`config.mk`:
```
export PLATFORM = sky130hd
export DESIGN_NAME = trace_tile_renderer_flat
export DESIGN_NICKNAME = d
export VERILOG_FILES = /design/src/rtl/etch_pkg.sv /design/src/rtl/trace_tile_renderer_if.sv /design/src/rtl/trace_tile_renderer_blink_timer.sv /design/src/rtl/trace_tile_renderer.sv /design/src/flat_wrapper.sv
export SDC_FILE = /design/constraint.sdc
export NUM_CORES = 1
export LEC_CHECK = 0
export ABC_AREA = 1
export ABC_CLOCK_PERIOD_IN_PS = 2150
export CAP_MARGIN = 10
export CELL_PAD_IN_SITES_DETAIL_PLACEMENT = 1
export CELL_PAD_IN_SITES_GLOBAL_PLACEMENT = 2
export CORE_ASPECT_RATIO = 1.4
export CORE_UTILIZATION = 32
export CTS_BUF_LIST = sky130_fd_sc_hd__clkbuf_4 sky130_fd_sc_hd__clkbuf_8
export CTS_CLUSTER_DIAMETER = 120
export DETAILED_ROUTE_END_ITERATION = 12
export GPL_TIMING_DRIVEN = 0
export PLACE_DENSITY = 0.86
export SLEW_MARGIN = 20
export SYNTH_ARGS = -nofsm -noshare
export SYNTH_HDL_FRONTEND = slang
export SYNTH_SLANG_ARGS = --single-unit
```
`constraint.sdc`:
```
create_clock -name clk_100MHz -period 2.15 [get_ports clk_100MHz]
set_input_delay 0.215 -clock clk_100MHz [delete_from_list [all_inputs] [get_ports clk_100MHz]]
set_output_delay 0.215 -clock clk_100MHz [all_outputs]
set_load 0.01 [all_outputs]
```
`src/rtl/etch_pkg.sv`:
```
// Shared definitions for the trace tile display path.
// Holds the tile grid geometry, the three display colours, the per-pixel
// pipeline record used by the renderer, and the tile-RAM address function
// that both tile RAM ports use.
package etch_pkg;

  localparam int MAX_X   = 80;  // tile columns (640/8)
  localparam int MAX_Y   = 30;  // tile rows (480/16)
  localparam int TILE_W  = 8;
  localparam int TILE_H  = 16;
  localparam int ADDR_W  = 12;
  localparam int TILE_DW = 7;

  localparam logic [11:0] BG_RGB     = 12'hCCC;
  localparam logic [11:0] TRACE_RGB  = 12'h222;
  localparam logic [11:0] CURSOR_RGB = 12'hF00;

  // One pixel as it travels down the render pipeline.
  typedef struct packed {
    logic [6:0] col;  // tile column, x[9:3]
    logic [2:0] px;   // pixel column inside the tile
    logic [4:0] row;  // tile row, y[8:4]
    logic [3:0] py;   // pixel row inside the tile
    logic       vid;  // video_on
    logic       inr;  // tile lies inside the MAX_X x MAX_Y grid
  } pix_t;

  // Tile RAM address: row-major with a 128-entry row pitch.
  function automatic logic [ADDR_W-1:0] tile_addr(input logic [4:0] row,
                                                  input logic [6:0] col);
    return {row, col};
  endfunction

endpackage

```
`src/rtl/trace_tile_renderer_if.sv`:
```
// Read port (port B) of the dual-port tile RAM.
//   ram_addr_r : tile address, driven by the renderer
//   ram_dout   : tile word, returned by the RAM one clk after the address
// master = renderer, slave = RAM.
interface trace_tile_renderer_if;
  import etch_pkg::*;

  logic [ADDR_W-1:0]  ram_addr_r;
  logic [TILE_DW-1:0] ram_dout;

  modport master (output ram_addr_r, input  ram_dout);
  modport slave  (input  ram_addr_r, output ram_dout);
endinterface

```
`src/rtl/trace_tile_renderer_blink_timer.sv`:
```
// Cursor blink timer.
// Counts frame starts; every BLINK_FRAMES frame starts it flips blink_on.
//   clk_100MHz  : system clock
//   reset_n     : synchronous active-low reset (blink_on returns to 1)
//   p_tick      : pixel enable
//   frame_start : scan position is (0,0); only honoured with p_tick
//   blink_on    : cursor visible
module blink_timer #(
  parameter int BLINK_FRAMES = 30
) (
  input  logic clk_100MHz,
  input  logic reset_n,
  input  logic p_tick,
  input  logic frame_start,
  output logic blink_on
);

  localparam logic [5:0] LAST = 6'(BLINK_FRAMES - 1);

  logic [5:0] cnt_q, cnt_d;
  logic       blink_q, blink_d;

  // NOTE: every signal assigned in an always_comb gets a default first so
  // no path leaves it unassigned, which would otherwise infer a latch.
  always_comb begin
    cnt_d   = cnt_q;
    blink_d = blink_q;
    if (p_tick && frame_start) begin
      if (cnt_q == LAST) begin
        cnt_d   = '0;
        blink_d = ~blink_q;
      end else begin
        cnt_d = cnt_q + 6'd1;
      end
    end
  end

  // NOTE: state registers use non-blocking assignments so every register
  // samples pre-edge values; the reset is synchronous, so it sits inside
  // the clocked branch rather than in the sensitivity list.
  always_ff @(posedge clk_100MHz) begin
    if (!reset_n) begin
      cnt_q   <= '0;
      blink_q <= 1'b1;
    end else begin
      cnt_q   <= cnt_d;
      blink_q <= blink_d;
    end
  end

  assign blink_on = blink_q;

endmodule

```
`src/rtl/trace_tile_renderer.sv`:
```
// Video-side reader of the trace tile RAM.
// Turns the scan position into a tile-RAM read address, classifies the
// returned tile word as traced/untraced, overlays a blinking cursor outline
// on the cursor tile latched at frame start, and registers 12-bit RGB.
// Latency from pixel presentation to rgb is two p_ticks.
//   clk_100MHz, reset_n : clock, synchronous active-low reset
//   p_tick              : pixel enable; the whole pipeline advances on it
//   video_on, x, y      : scan position from the sync generator
//   cur_x, cur_y        : cursor tile, sampled only at frame start
//   ram                 : tile RAM read port (address out, data in)
//   rgb                 : registered pixel colour
module trace_tile_renderer
  import etch_pkg::*;
#(
  parameter int          MAX_X        = etch_pkg::MAX_X,
  parameter int          MAX_Y        = etch_pkg::MAX_Y,
  parameter int          BLINK_FRAMES = 30,
  parameter logic [11:0] BG_RGB       = etch_pkg::BG_RGB,
  parameter logic [11:0] TRACE_RGB    = etch_pkg::TRACE_RGB,
  parameter logic [11:0] CURSOR_RGB   = etch_pkg::CURSOR_RGB
) (
  input  logic                  clk_100MHz,
  input  logic                  reset_n,
  input  logic                  p_tick,
  input  logic                  video_on,
  input  logic [9:0]            x,
  input  logic [9:0]            y,
  input  logic [6:0]            cur_x,
  input  logic [4:0]            cur_y,
  trace_tile_renderer_if.master ram,
  output logic [11:0]           rgb
);

  localparam logic [6:0] MAX_COL = 7'(MAX_X);
  localparam logic [4:0] MAX_ROW = 5'(MAX_Y);
  localparam logic [2:0] LAST_PX = 3'(TILE_W - 1);
  localparam logic [3:0] LAST_PY = 4'(TILE_H - 1);

  pix_t               pix_in;
  pix_t               s1_q, s2_q;
  logic [TILE_DW-1:0] s2_tile_q;
  logic [6:0]         cx_q;
  logic [4:0]         cy_q;
  logic [11:0]        rgb_q, rgb_d;
  logic               frame_start;
  logic               cursor_hit;
  logic               blink_on;

  assign ram.ram_addr_r = tile_addr(y[8:4], x[9:3]);
  assign frame_start    = (x == 10'd0) && (y == 10'd0);

  always_comb begin
    pix_in.col = x[9:3];
    pix_in.px  = x[2:0];
    pix_in.row = y[8:4];
    pix_in.py  = y[3:0];
    pix_in.vid = video_on;
    pix_in.inr = (x[9:3] < MAX_COL) && (y[8:4] < MAX_ROW);
  end

  // An out-of-range latched cursor can never equal an in-range tile, and
  // out-of-range tiles are blanked first, so no extra range test is needed.
  assign cursor_hit = (s2_q.col == cx_q) && (s2_q.row == cy_q) &&
                      ((s2_q.px == 3'd0) || (s2_q.px == LAST_PX) ||
                       (s2_q.py == 4'd0) || (s2_q.py == LAST_PY));

  always_comb begin
    rgb_d = BG_RGB;
    if (!s2_q.vid || !s2_q.inr)      rgb_d = 12'h000;
    else if (cursor_hit && blink_on) rgb_d = CURSOR_RGB;
    else if (s2_tile_q != '0)        rgb_d = TRACE_RGB;
  end

  always_ff @(posedge clk_100MHz) begin
    if (!reset_n) begin
      s1_q      <= '0;
      s2_q      <= '0;
      s2_tile_q <= '0;
      cx_q      <= '0;
      cy_q      <= '0;
      rgb_q     <= '0;
    end else if (p_tick) begin
      s1_q      <= pix_in;
      s2_q      <= s1_q;
      s2_tile_q <= ram.ram_dout;  // data for the address presented with s1_q
      rgb_q     <= rgb_d;
      // Cursor moves only at frame start so it never tears mid-frame.
      if (frame_start) begin
        cx_q <= cur_x;
        cy_q <= cur_y;
      end
    end
  end

  blink_timer #(.BLINK_FRAMES(BLINK_FRAMES)) u_blink (
    .clk_100MHz  (clk_100MHz),
    .reset_n     (reset_n),
    .p_tick      (p_tick),
    .frame_start (frame_start),
    .blink_on    (blink_on)
  );

  assign rgb = rgb_q;

endmodule

```
`src/flat_wrapper.sv`:
```
// flat-port wrapper written by rule: the top's interface ports become plain ports
module trace_tile_renderer_flat import etch_pkg::*;
#(
  parameter int          MAX_X        = etch_pkg::MAX_X,
  parameter int          MAX_Y        = etch_pkg::MAX_Y,
  parameter int          BLINK_FRAMES = 30,
  parameter logic [11:0] BG_RGB       = etch_pkg::BG_RGB,
  parameter logic [11:0] TRACE_RGB    = etch_pkg::TRACE_RGB,
  parameter logic [11:0] CURSOR_RGB   = etch_pkg::CURSOR_RGB
)
  (clk_100MHz, reset_n, p_tick, video_on, x, y, cur_x, cur_y, rgb, ram_ram_addr_r, ram_ram_dout);
  trace_tile_renderer_if ram_i ();
  input  logic clk_100MHz;
  input  logic reset_n;
  input  logic p_tick;
  input  logic video_on;
  input  logic [9:0] x;
  input  logic [9:0] y;
  input  logic [6:0] cur_x;
  input  logic [4:0] cur_y;
  output logic [11:0] rgb;
  output wire logic [$bits(ram_i.ram_addr_r)-1:0] ram_ram_addr_r;
  input wire logic [$bits(ram_i.ram_dout)-1:0] ram_ram_dout;
  assign ram_ram_addr_r = ram_i.ram_addr_r;
  assign ram_i.ram_dout = ram_ram_dout;
  trace_tile_renderer #(.MAX_X(MAX_X), .MAX_Y(MAX_Y), .BLINK_FRAMES(BLINK_FRAMES), .BG_RGB(BG_RGB), .TRACE_RGB(TRACE_RGB), .CURSOR_RGB(CURSOR_RGB)) u_core (.clk_100MHz(clk_100MHz), .reset_n(reset_n), .p_tick(p_tick), .video_on(video_on), .x(x), .y(y), .cur_x(cur_x), .cur_y(cur_y), .ram(ram_i), .rgb(rgb));
endmodule
```
**Word-level counts from Yosys, hierarchy flattened**

Cells that the tools add are included.

- Eq/ne operators: 5
- Mux-type cells: 4
- $lt $le $gt $ge: 2
- $add $sub $neg: 1
- Reductions and logical operators: 19
- Bitwise operators: 1

Operator list:

| operator | count |
|---|---|
| 2-to-1 mux 12 bit | 3 |
| logical NOT 10 bit | 2 |
| equality test 7 bit | 1 |
| < comparator 7 bit, second input constant | 1 |
| nonzero test 7 bit | 1 |
| adder 6 x 1 -> 6 bit, second input constant | 1 |
| equality test 6 x 5 -> 1 bit, second input constant | 1 |
| logical AND 1 bit | 6 |
| 2-to-1 mux 6 bit | 1 |
| equality test 5 bit | 1 |
| < comparator 5 bit, second input constant | 1 |
| equality test 4 bit, second input constant | 1 |
| logical NOT 4 bit | 1 |
| logical OR 1 bit | 4 |
| AND reduction 2 bit | 2 |
| equality test 3 bit, second input constant | 1 |
| logical NOT 3 bit | 1 |
| logical NOT 1 bit | 2 |
| NOT 1 bit | 1 |

- Register bits after elaboration: 80
- Output and inout port bits: 24
- Input port bits: 43
- Word-level logic and storage cells: 50

**Logic depth before layout (Yosys ltp)**

- Depth in word-level cells: 8
- Mapped depth: 10
- Depth with buffers taken out: 10

**Modules after synthesis**

A second synthesis with hierarchy kept.

- Cells, all modules: 459
- Area, all modules: 3,220.6 µm²

By module, submodules not included:

| module | times used | seq. area each (µm²) | area each (µm²) | cells an instance |
|---|---|---|---|---|
| trace_tile_renderer | 1 | 1,321.3 | 2,822.7 | 406 |
| blink_timer | 1 | 140.1 | 397.9 | 53 |

**Worst setup path before layout**

Ideal clock, no wire load.

- Path type: input -> register
- From: input y[3]
- To: register u_core.cy_q[0]
- Data required time: 2.013 ns
- Arrival: 1.006 ns
- Setup slack: 1.008 ns
- Library setup time: 0.137 ns
- Buffers on the path: 1
- Cell stages on the path: 7
- Cell sequence: inv_1 -> nand3_2 -> nor3_4 -> nand3b_4 -> buf_6 -> nor2_1 -> a211oi_2

- Word-level cells in the longest chain between the ends: 3

RTL lines:

| item | RTL line | text |
|---|---|---|
| start, declared | flat_wrapper.sv:18 | `input logic [9:0] y;` |
| logical NOT 10 bit | trace_tile_renderer.sv:50 | `assign frame_start = (x == 10'd0) && (y == 10'd0);` |
| logical AND 1 bit | trace_tile_renderer.sv:50 |  |
| AND reduction 2 bit (no line) | -- |  |
| end signal, assigned | trace_tile_renderer.sv:90 | `cy_q <= cur_y;` |
| end, declared | trace_tile_renderer.sv:43 | `logic [4:0] cy_q;` |

Every way passes these cells.
A chain may end at the register's enable or synchronous reset.

**Worst setup path in the final report**

- From: input x[7]
- To: output ram_ram_addr_r[4]

RTL lines:

| item | RTL line | text |
|---|---|---|
| start, declared | flat_wrapper.sv:17 | `input logic [9:0] x;` |
| end, declared | flat_wrapper.sv:22 | `output wire logic [$bits(ram_i.ram_addr_r)-1:0] ram_ram_addr_r;` |

No word-level cell between the ends.

==> results.sh <==
export IMPL_drt_iter0_drc=100
export IMPL_layout_commonest_cell="dfxtp_1"
export IMPL_setup_viol=0
export IMPL_crit_path_cell_trace="clkdlybuf4s50_1 > buf_4 > clkdlybuf4s50_1"
export IMPL_whs_path_depth=3
export IMPL_synth_main_ff_cell="dfxtp_1"
export IMPL_grt_max_degree=12
export IMPL_r2r_end="u_core.rgb[10]"
export IMPL_endpoint_kind="primary output"
export IMPL_crit_slowest_cell="clkdlybuf4s50_1"
export IMPL_p_per_area_nw_per_um2=687
export IMPL_leakage_nw=1.82
export IMPL_clock_skew_ps=6.66
export IMPL_htreeDepth=3
export IMPL_finalPower_mw=2.96
export IMPL_fmax_mhz=591
export IMPL_num_vias=3036
export IMPL_ios=67
export IMPL_start_util_pct=33.0
export IMPL_cts_setup_buffers=0
export IMPL_finalCriticalPeriod_ps=1690
export IMPL_cts_tree="done"
export IMPL_die_area_sq_um=10700
export IMPL_fillers=1241
export IMPL_run_status="finished, final reports clean"
export IMPL_max_stage_delay_ps=590
export IMPL_synthToLayoutAreaGrowth_pct=31.3
export IMPL_synth_top_area_share_pct=44.5
export IMPL_dp_cells=640
export IMPL_grt_pass1_vias=3193
export IMPL_hp_start="ram_ram_dout[0]"
export IMPL_clockRootBuffer="clkbuf_8"
export IMPL_syn_inst=440
export IMPL_layout_nets=561
export IMPL_critical_path_class="input port to primary output"
export IMPL_path_buf_inv=3
export IMPL_yosysSeqAreaShare_pct=44.5
export IMPL_pwr_share_clk_pct=38.8
export IMPL_grt_setup_unrepaired="no"
export IMPL_combinationalPowerShare_pct=12.3
export IMPL_cp_max_fo=4
export IMPL_synth_edf_count=0
export IMPL_clkSinkCount=73
export IMPL_min_path_type="input port to flop"
export IMPL_swShare_pct=24.3
export IMPL_numCtsBuffers=9
export IMPL_ant_nets=0
export IMPL_yosysWarnings=0
export IMPL_synthTopCellsByArea="dfxtp_1, nor2_1, o21ai_0, nand2_1, a21oi_1"
export IMPL_clk_pin_slew_ps=70
export IMPL_syn_area_sq_um=3290
export IMPL_drive_above_1_share_pct=13.1
export IMPL_diodes=0
export IMPL_viasPerCell=4.63
export IMPL_syn_avg_cell_area_sq_um=7.47
export IMPL_drt_wl_total_um=9110
export IMPL_whs_ps=453
export IMPL_die_w_um=87.6
export IMPL_cts_resized=0
export IMPL_cap_violations=0
export IMPL_grt_pass1_wl_um=15200
export IMPL_port_buffers=64
export IMPL_p_int_mw=2.24
export IMPL_wl_per_cell_um=13.9
export IMPL_antenna_found_initial=0
export IMPL_synthDistinctLibCells=30
export IMPL_drv_slew=0
export IMPL_grt_usage_pct=18.9
export IMPL_max_clock_path_buffers=2
export IMPL_critPathArrivalTime_ps=1480
export IMPL_clock_latency_ps=350
export IMPL_sequentialPowerShare_pct=48.9
export IMPL_drc=0
export IMPL_synthArstFlopShare_pct=0
export IMPL_r2r_start="u_core.cy_q[3]"
export IMPL_path_delay_family="buffers and inverters"
export IMPL_worstPathRequired_ps=1930
export IMPL_reg2reg_depth=10
export IMPL_crit_top_cell="clkdlybuf4s50_1"
export IMPL_ctsHoldBuffers=0
export IMPL_fin_crit_sh_pct=78.7
export IMPL_p_sw_mw=0.720
export IMPL_gp_routability_congestion=0.827
export IMPL_rows=43
export IMPL_worstHoldEndpoint="u_core.s2_tile_q[0]"
export IMPL_die_y_um=122
export IMPL_layoutNonFillerInstCount=656
export IMPL_grt_ovfl_total=0
export IMPL_hold_violations=0
export IMPL_synth_seq_cells=73
export IMPL_vdd_drop_max_mv=0.298
export IMPL_worst_pin_slew_ps=694
export IMPL_rrSetupSlack_ps=670
export IMPL_mostFrequentLayoutCells="dfxtp_1, nor2_1, clkdlybuf4s50_1"
export IMPL_core_area_sq_um=9950
export IMPL_tns_ps=0
export IMPL_hpwl_um=6950
export IMPL_first_pass_iters=4
export IMPL_slew_headroom_pct=53.7
export IMPL_start_kind="input port"
export IMPL_yosysTopAreaCell="dfxtp_1"
## through the flow
stage          setup slack, ps  util, %  cell area [sq um]
3_5_place_dp               216     41.2               4100
6_report                   458     43.3               4310
2_1_floorplan             1010        -               3290
4_1_cts                    446     43.3               4310
5_1_grt                    420     43.3               4310
3_3_place_gp               236     41.2               4100
## logic make-up after synthesis
group                      synth area share [%]
adders and majority gates                 0.761
buffers and inverters                      13.2
xor gates and xnor gates                  0.800
AOI/OAI and AO/OA                          18.0
and+or+nand+nor                            22.6
DFF                                        44.5
other                                     0.114
## per-layer routing
layer	global-route usage (%)	routed length, um	vias up
li1	-	-	1550
met1	22.1	3970	1410
met2	32.9	4620	60
met3	4.40	321	16
met4	7.79	198	0
met5	0	0	-
## synth_stat cells (2+ instances only)
cell type and n:
xnor2_1 2, ha_1 2, nand2_1 59, clkbuf_1 15
buf_6 2, nor2_1 70, inv_2 6, o21ai_0 52
a211oi_2 11, inv_1 45, buf_2 3, nand3_1 15
or2_2 2, nor3_1 4, buf_4 19, dfxtp_1 73
a21oi_1 38, nand4_1 9, nor2_2 2
## cell type report
| class | instances | area [sq um] | area share, % |
|---|---|---|---|
| plain buffers | 39 | 236 | 5.48 |
| clock buffers | 14 | 180 | 4.18 |
| clock inverters | 2 | 35.0 | 0.812 |
| inverters | 52 | 196 | 4.55 |
| multi-input cells | 277 | 1400 | 32.3 |
| flip-flops and latches | 73 | 1460 | 33.9 |
| well taps | 135 | 169 | 3.92 |
| repair buffers | 64 | 641 | 14.8 |
## power by group through the flow
stage | clock network [mW] | registers, mW | logic [mW]
2_1_floorplan | 0 | 1.47 | 0.193
3_3_place_gp | 0 | 1.48 | 0.358
6_report | 1.15 | 1.45 | 0.364
3_5_place_dp | 0 | 1.48 | 0.367
5_1_grt | 1.26 | 1.46 | 0.407
4_1_cts | 1.20 | 1.45 | 0.370
## tightest hold or removal path, stage by stage
cell	delay, ps
clkdlybuf4s50_1	400
nor2_1	100
nor2_1	50
## sequential cells by signal (all words and copies together), names as in the netlist
| register | count |
|---|---|
| u_core.u_blink.cnt_q | 6 |
| u_core.rgb | 5 |
| u_core.s2_q | 21 |
| u_core.s1_q | 21 |
| u_core.cy_q | 5 |
| u_core.cx_q | 7 |
| u_core.s2_tile_q | 7 |
| u_core.u_blink.blink_on | 1 |
## worst max path at each step
stage,start,to,depth (start not counted)
6_report,x[7],ram_ram_addr_r[4],3
5_1_grt,x[7],ram_ram_addr_r[4],3
4_1_cts,x[7],ram_ram_addr_r[4],3
3_5_place_dp,reset_n,u_core.s2_tile_q[4],5
3_3_place_gp,reset_n,u_core.s2_q[4],5
2_1_floorplan,y[3],u_core.cy_q[0],7
Note: power is estimated with default switching activity, not from simulation.
